[src/rtl/psram_arb.sv]
// psram_arb: two-port arbiter that serialises 1/2/4-byte read/write
// requests into a byte-wide PSRAM command stream.
//
// Ports
//   clock, reset_n          : single clock, asynchronous active-low reset
//   reqN_valid/ready        : request handshake (N = 0,1); ready is combinational
//   reqN_write/addr/len/wdata : transfer description, sampled on accept
//   respN_valid             : one-cycle completion pulse for requester N
//   resp_rdata              : little-endian read data, unused lanes zero
//   mem_valid/cmd/addr/wdata: byte command port (EBh read, 38h write)
//   mem_rdata               : read byte, valid the cycle after its command
//
// Build option
//   PSRAM_ARB_RR_EN : when defined, simultaneous requests alternate
//                     (round-robin); otherwise port 0 always wins.
module psram_arb (
  input  logic        clock,
  input  logic        reset_n,
  input  logic        req0_valid,
  output logic        req0_ready,
  input  logic        req0_write,
  input  logic [31:0] req0_addr,
  input  logic [1:0]  req0_len,
  input  logic [31:0] req0_wdata,
  input  logic        req1_valid,
  output logic        req1_ready,
  input  logic        req1_write,
  input  logic [31:0] req1_addr,
  input  logic [1:0]  req1_len,
  input  logic [31:0] req1_wdata,
  output logic        resp0_valid,
  output logic        resp1_valid,
  output logic [31:0] resp_rdata,
  output logic        mem_valid,
  output logic [7:0]  mem_cmd,
  output logic [31:0] mem_addr,
  output logic [7:0]  mem_wdata,
  input  logic [7:0]  mem_rdata
);

  typedef enum logic [1:0] {S_IDLE, S_XFER, S_WAIT, S_DONE} state_t;

  state_t      r_state;
  state_t      w_next;
  logic        r_write;
  logic        r_owner;
  logic [31:0] r_addr;
  logic [31:0] r_wdata;
  logic [31:0] r_rdata;
  logic [1:0]  r_idx;
  logic [1:0]  r_last;
  logic        r_cap;
  logic [1:0]  r_cap_lane;
  logic        w_gnt1;
  logic        w_accept;
  logic [1:0]  w_sel_len;
  logic [31:0] w_wshift;

  // Grant selection: w_gnt1 high means port 1 wins this cycle.
`ifdef PSRAM_ARB_RR_EN
  logic r_prio;  // 1: port 1 preferred on the next simultaneous request

  always_comb w_gnt1 = req1_valid && (!req0_valid || r_prio);

  always_ff @(posedge clock or negedge reset_n) begin
    if (!reset_n)      r_prio <= 1'b0;
    else if (w_accept) r_prio <= ~w_gnt1;
  end
`else
  always_comb w_gnt1 = req1_valid && !req0_valid;
`endif

  always_comb begin
    w_accept   = (r_state == S_IDLE) && (req0_valid || req1_valid);
    req0_ready = (r_state == S_IDLE) && req0_valid && !w_gnt1;
    req1_ready = (r_state == S_IDLE) && w_gnt1;
    w_sel_len  = w_gnt1 ? req1_len : req0_len;
  end

  // State register
  always_ff @(posedge clock or negedge reset_n) begin
    if (!reset_n) r_state <= S_IDLE;
    else          r_state <= w_next;
  end

  // Next-state logic
  always_comb begin
    w_next = r_state;
    case (r_state)
      S_IDLE: if (w_accept) w_next = S_XFER;
      S_XFER: if (r_idx == r_last) w_next = r_write ? S_DONE : S_WAIT;
      S_WAIT: w_next = S_DONE;
      S_DONE: w_next = S_IDLE;
      default: w_next = S_IDLE;
    endcase
  end

  // Transfer datapath. A read issued in one cycle is captured one cycle
  // later, so the lane index is carried in r_cap_lane alongside r_cap.
  always_ff @(posedge clock or negedge reset_n) begin
    if (!reset_n) begin
      r_write    <= 1'b0;
      r_owner    <= 1'b0;
      r_addr     <= '0;
      r_wdata    <= '0;
      r_rdata    <= '0;
      r_idx      <= '0;
      r_last     <= '0;
      r_cap      <= 1'b0;
      r_cap_lane <= '0;
    end else begin
      r_cap <= (r_state == S_XFER) && !r_write;
      if (r_state == S_XFER) begin
        r_idx      <= r_idx + 2'd1;
        r_cap_lane <= r_idx;
      end
      if (r_cap) r_rdata[{r_cap_lane, 3'b000} +: 8] <= mem_rdata;
      if (w_accept) begin
        r_owner <= w_gnt1;
        r_write <= w_gnt1 ? req1_write : req0_write;
        r_addr  <= w_gnt1 ? req1_addr  : req0_addr;
        r_wdata <= w_gnt1 ? req1_wdata : req0_wdata;
        r_rdata <= '0;
        r_idx   <= '0;
        case (w_sel_len)
          2'b00:   r_last <= 2'd0;
          2'b01:   r_last <= 2'd1;
          default: r_last <= 2'd3;
        endcase
      end
    end
  end

  // Outputs
  always_comb begin
    w_wshift    = r_wdata >> {r_idx, 3'b000};
    mem_valid   = 1'b0;
    mem_cmd     = 8'h00;
    mem_addr    = '0;
    mem_wdata   = 8'h00;
    resp0_valid = (r_state == S_DONE) && !r_owner;
    resp1_valid = (r_state == S_DONE) && r_owner;
    resp_rdata  = r_rdata;
    if (r_state == S_XFER) begin
      mem_valid = 1'b1;
      mem_cmd   = r_write ? 8'h38 : 8'hEB;
      mem_addr  = r_addr + {30'd0, r_idx};
      mem_wdata = r_write ? w_wshift[7:0] : 8'h00;
    end
  end

endmodule

[config.mk]
export PLATFORM = sky130hd
export DESIGN_NAME = psram_arb
export DESIGN_NICKNAME = d
export VERILOG_FILES = /design/src/rtl/psram_arb.sv
export SDC_FILE = /design/constraint.sdc
export NUM_CORES = 1
export LEC_CHECK = 0
export CAP_MARGIN = 40
export CELL_PAD_IN_SITES_DETAIL_PLACEMENT = 1
export CELL_PAD_IN_SITES_GLOBAL_PLACEMENT = 2
export CORE_MARGIN = 4
export CORE_UTILIZATION = 27
export CTS_BUF_LIST = sky130_fd_sc_hd__clkbuf_4
export DETAILED_ROUTE_END_ITERATION = 10
export GPL_TIMING_DRIVEN = 0
export PLACE_DENSITY_LB_ADDON = 0.3
export SYNTH_ARGS = -nofsm -noshare
export SYNTH_HDL_FRONTEND = slang
export SYNTH_SLANG_ARGS = --single-unit
[constraint.sdc]
create_clock -name clock -period 3.61 [get_ports clock]
set_input_delay 1.083 -clock clock [delete_from_list [all_inputs] [get_ports clock]]
set_output_delay 1.083 -clock clock [all_outputs]
set_load 0.05 [all_outputs]
==> Word-level counts from Yosys, hierarchy flattened <==
Cells that the tools add are included.
{ "word_totals": {"ff_bits": 107, "in_bits": 146, "out_inout_bits": 85, "elab_cells": 61} }
{ "op_classes": {"n_addsub": 3, "eq_ne": 7, "shift": 3, "n_mux": 20, "reduce_logical": 18} }
{ "ops": {"columns": ["operator", "n"], "rows": [
  ["32-bit two-way mux", 5],
  ["32-bit by 2-bit adder with 32-bit output", 1],
  ["32-bit bitwise mux", 1],
  ["8-bit two-way mux", 4],
  ["8-bit by 7-bit variable shift with 32-bit output (first input constant)", 1],
  ["8-bit by 7-bit variable part select with 32-bit output", 1],
  ["32-bit by 5-bit right shift with 8-bit output", 1],
  ["2-bit two-way mux", 5],
  ["1-bit logical AND", 8],
  ["2-bit case mux with 4 select lines", 1],
  ["5-bit negator with 7-bit output", 1],
  ["2-bit by 1-bit == test with 1-bit output (second input constant)", 2],
  ["2-bit == test (second input constant)", 2],
  ["1-bit zero test", 4],
  ["2-bit zero test", 2],
  ["2-bit != test (second input constant)", 2],
  ["2-bit case mux with 2 select lines", 1],
  ["2-bit nonzero test", 2],
  ["1-bit two-way mux", 3],
  ["2-bit by 1-bit adder with 2-bit output (second input constant)", 1],
  ["2-bit == test", 1],
  ["2-bit AND reduction", 1],
  ["1-bit logical OR", 1]
]} }

==> Depth between registers and ports, before layout <==
{ "logic_depth": {"depth_word": 5, "depth_mapped": 8} }

==> Worst setup path after synthesis <==
OpenSTA, ideal clock, no wires.
{ "synth_path": {"path_type": "flip-flop to output port", "from": "reg r_idx[1]", "to": "out mem_addr[23]", "arrival_time_ns": 3.190, "slack_ns": -0.663, "path_stages_with_launch": 7, "path_buffers": 2, "path_cell_list": "dfrtp_1 ha_1 a21oi_1 or4_1 buf_2 buf_6 o41ai_1"} }
{ "synth_via": {"elab_chain_len": 2} }
{ "synth_rtl": {"columns": ["element", "line", "rtl"], "rows": [
  ["from (decl)", "50", "logic [1:0] r_idx;"],
  ["from (signal assigned)", "114", "r_idx <= r_idx + 2'd1;"],
  ["32-bit by 2-bit adder with 32-bit output", "147", "mem_addr = r_addr + {30'd0, r_idx};"],
  ["32-bit two-way mux", "144", "if (r_state == S_XFER) begin"],
  ["to (decl)", "36", "output logic [31:0] mem_addr,"]
]} }
Every way passes these cells.

==> Final worst setup path <==
{ "layout_path": {"from": "reg r_idx[1]", "to": "out mem_addr[21]"} }
The elaborated chain is that of the path after synthesis.

==> impl_metrics.py <==
metrics = {
    "outcome": {
        "status": "complete, but fails checks",
        "violations": "negative setup slack",
    },
    "route": {
        "antenna_left": 0,
        "firstDrtPassIters": 4,
        "wl_per_cell_um": 19.0,
        "drt_iter0_markers": 148,
        "viasPerCell": 4.85,
        "post-route-drc-count": 0,
        "vias": 5524,
        "routed_wl_mm": 21.7,
    },
    "worst_setup_path": {
        "path_class": "reg -> out",
        "endpoint": "mem_addr[21]",
        "rrSetupSlack_ns": 0.68,
        "crit_path_start_kind": "flip-flop",
        "crit_arrival_ns": 2.84,
        "r2r-end": "resp_rdata[9]",
        "end_kind": "output port",
        "cp_max_fo": 5,
        "r2r_start": "r_state[0]",
        "ff2ff_path_depth": 8,
        "critPathLaunch": "r_idx[1]",
        "critPathRequiredTime_ns": 2.53,
    },
    "yosys": {
        "syn_inst": 589,
        "yosys-top-cells-area": "dfrtp_1 (46%), mux2i_1 (12%), o21ai_0 (5.6%)",
        "synth_largest_area_cell": "dfrtp_1",
        "syn_area_um2": 5870,
        "synth-seq-cells": 107,
        "synth_edf_count": 0,
        "syn_area_per_cell_um2": 9.96,
        "synth_fp_nets": 745,
        "ys.flop_type": "dfrtp_1",
        "ys_warn_count": 0,
        "synthArstFlopShare_pct": 100,
        "ys_types": 47,
        "synth_seq_area_share_pct": 45.6,
        "synth_top_area_share_pct": 45.6,
    },
    "placed_design": {
        "place.gp.congestion": 0.824,
        "portBuffers": 229,
        "dp_hpwl_mm": 16.5,
    },
    "clock_tree": {
        "cts_sinks": 107,
        "root_buffer": "clkbuf_4",
        "h-tree-depth": 3,
        "clock_path_buffers": 2,
        "clk_pin_slew_ns": 0.20,
        "cts_tree": "yes",
        "cts_buffers": 9,
        "cts_hold_buf": 0,
        "insertion_delay_ns": 0.48,
    },
    "grt": {
        "gr-total-overflow": 0,
        "antenna_found_initial": 1,
        "grt.total_usage_pct": 17.5,
        "grt_max_degree": 47,
        "first_global_vias": 6091,
        "grt_pass1_wl_mm": 33.5,
    },
    "sta": {
        "setup_viol": 18,
        "tightest_slew_ns": 0.828,
        "setup_ws_ns": -0.316,
        "slew-limit-headroom_pct": 44.8,
        "fmax_mhz": 255,
        "fin_skew_ns": 0.0264,
        "fin_crit_sh_pct": 109,
        "fin_setup_tns_ns": -4.23,
        "fin_crit_ns": 3.93,
        "hold_violations": 0,
        "rsz0062_at_grt": "true",
        "slew_violations": 0,
    },
    "floorplanning": {
        "die_w_um": 155,
        "fp.dieH_um": 155,
        "num_rows": 53,
        "coreArea_um2": 21200,
        "die_area_um2": 24200,
        "ios": 231,
        "initial_core_util_pct": 27.7,
    },
    "pwr": {
        "leakage_nw": 3.90,
        "power.density_nw_per_um2": 663,
        "total_power_mw": 6.09,
        "peakVddDrop_v": 0.000277,
    },
    "finish": {
        "nets": 1012,
        "layout-drive-gt1-share_pct": 18.6,
        "final_cell_mix": "clkdlybuf4s50_1 (180), dfrtp_1 (102), nand2_1 (82)",
        "final_common_cell": "clkdlybuf4s50_1",
        "area_growth_pct": 56.7,
    },
    "hold_path": {
        "holdCritPathClass": "in -> async",
    },
    "flow_run": {
        "drv_cap": 0,
    },
}
power breakdown:
group | leakage, nW | internal (mW) | switching [mW]
Combinational | 2.47 | 1.28 | 2.06
Sequential | 1.37 | 1.65 | 0.479
Clock | 0.0683 | 0.165 | 0.458
synth_stat cells (all sizes together) (2+ instances only):
cell type	n
a21o	3
a21oi	18
a22o	32
and2	13
and3	4
and4	2
buf	21
clkbuf	22
dfrtp	107
ha	9
inv	11
mux2i	71
mux4	8
nand2	82
nand2b	7
nand3	10
nand4	8
nor2	21
nor2b	3
nor3	3
nor4	10
o21a	2
o21ai	75
o31ai	7
or3	7
or4	6
xnor2	13
xor2	2
flip-flops by register name, summed over array words and instances, names as in the netlist:
signal / count
resp_rdata: 32
r_wdata: 32
r_last: 2
r_addr: 32
r_write: 1
r_state: 2
r_cap_lane: 2
r_cap: 1
r_idx: 2
r_owner: 1
stage by stage:
stage | area [µm²] | cells | worst slack, ns | hold slack [ns] | util (%)
detailed placement | 8610 | 1096 | -0.904 | 0.473 | 40.6
finish | 9200 | 1138 | -0.316 | 0.466 | 43.3
global route | 9200 | 1138 | -0.438 | 0.427 | 43.3
global placement | 8560 | 1093 | -2.71 | 0.458 | 40.3
CTS | 8960 | 1120 | -0.405 | 0.423 | 42.2
floorplan | 5920 | 589 | -0.00587 | 0.445 | -
routing by layer:
metal | global-route usage, % | part of all wire (%) | up-vias
met3 | 4.12 | 5.6 | 10
li1 | - | - | 2646
met1 | 22.8 | 44 | 2716
met2 | 30.2 | 50 | 152
met4 | 3.04 | 0.85 | 0
met5 | 0 | 0 | -
worst min-delay path by stage:
stage	endpoint	depth (start not counted)
after floorplan	r_wdata[16]	2
after global placement	r_wdata[19]	2
after detailed placement	r_wdata[10]	2
after CTS	r_owner	1
after global routing	r_owner	1
final	r_addr[14]	1
cell families (layout without fill, tap and decap cells):
kind of cell,Yosys count,in the layout,synth area share (%)
DFF,107,107,45.6
adders and majority gates,10,10,2.26
muxes,80,80,15.4
xor gates and xnor gates,15,15,2.24
other,1,3,0.0639
AOI/OAI and AO/OA,142,142,14.9
and+or+nand+nor,180,180,15.4
buffers and inverters,54,326,4.11
worst max-delay path, cell delays in order (launching register included):
cell,delay (ns)
dfrtp_2,0.47
ha_4,0.28
a21oi_4,0.06
or4_4,0.60
buf_4,0.18
or4_4,0.41
a21oi_2,0.19
buf_6,0.18
repair_timing:
item                                    in CTS  in global routing
endpoints found under the setup margin      47                 44
resized for setup                          237                 59
pin swaps                                   11                 17
setup buffers                                9                 18
cell type report:
cell class                 count  area, µm²
antenna                        2       5.00
tap                          275        344
clock buffer                  10       75.1
sequential                   107       2680
clock inverter                 6       60.1
fill                        2387      12000
timing repair buffer         258       2520
buffer                        41        229
multi-input combinational    428       3240
inverter                      11       41.3
(Power assumes the default switching activity.)
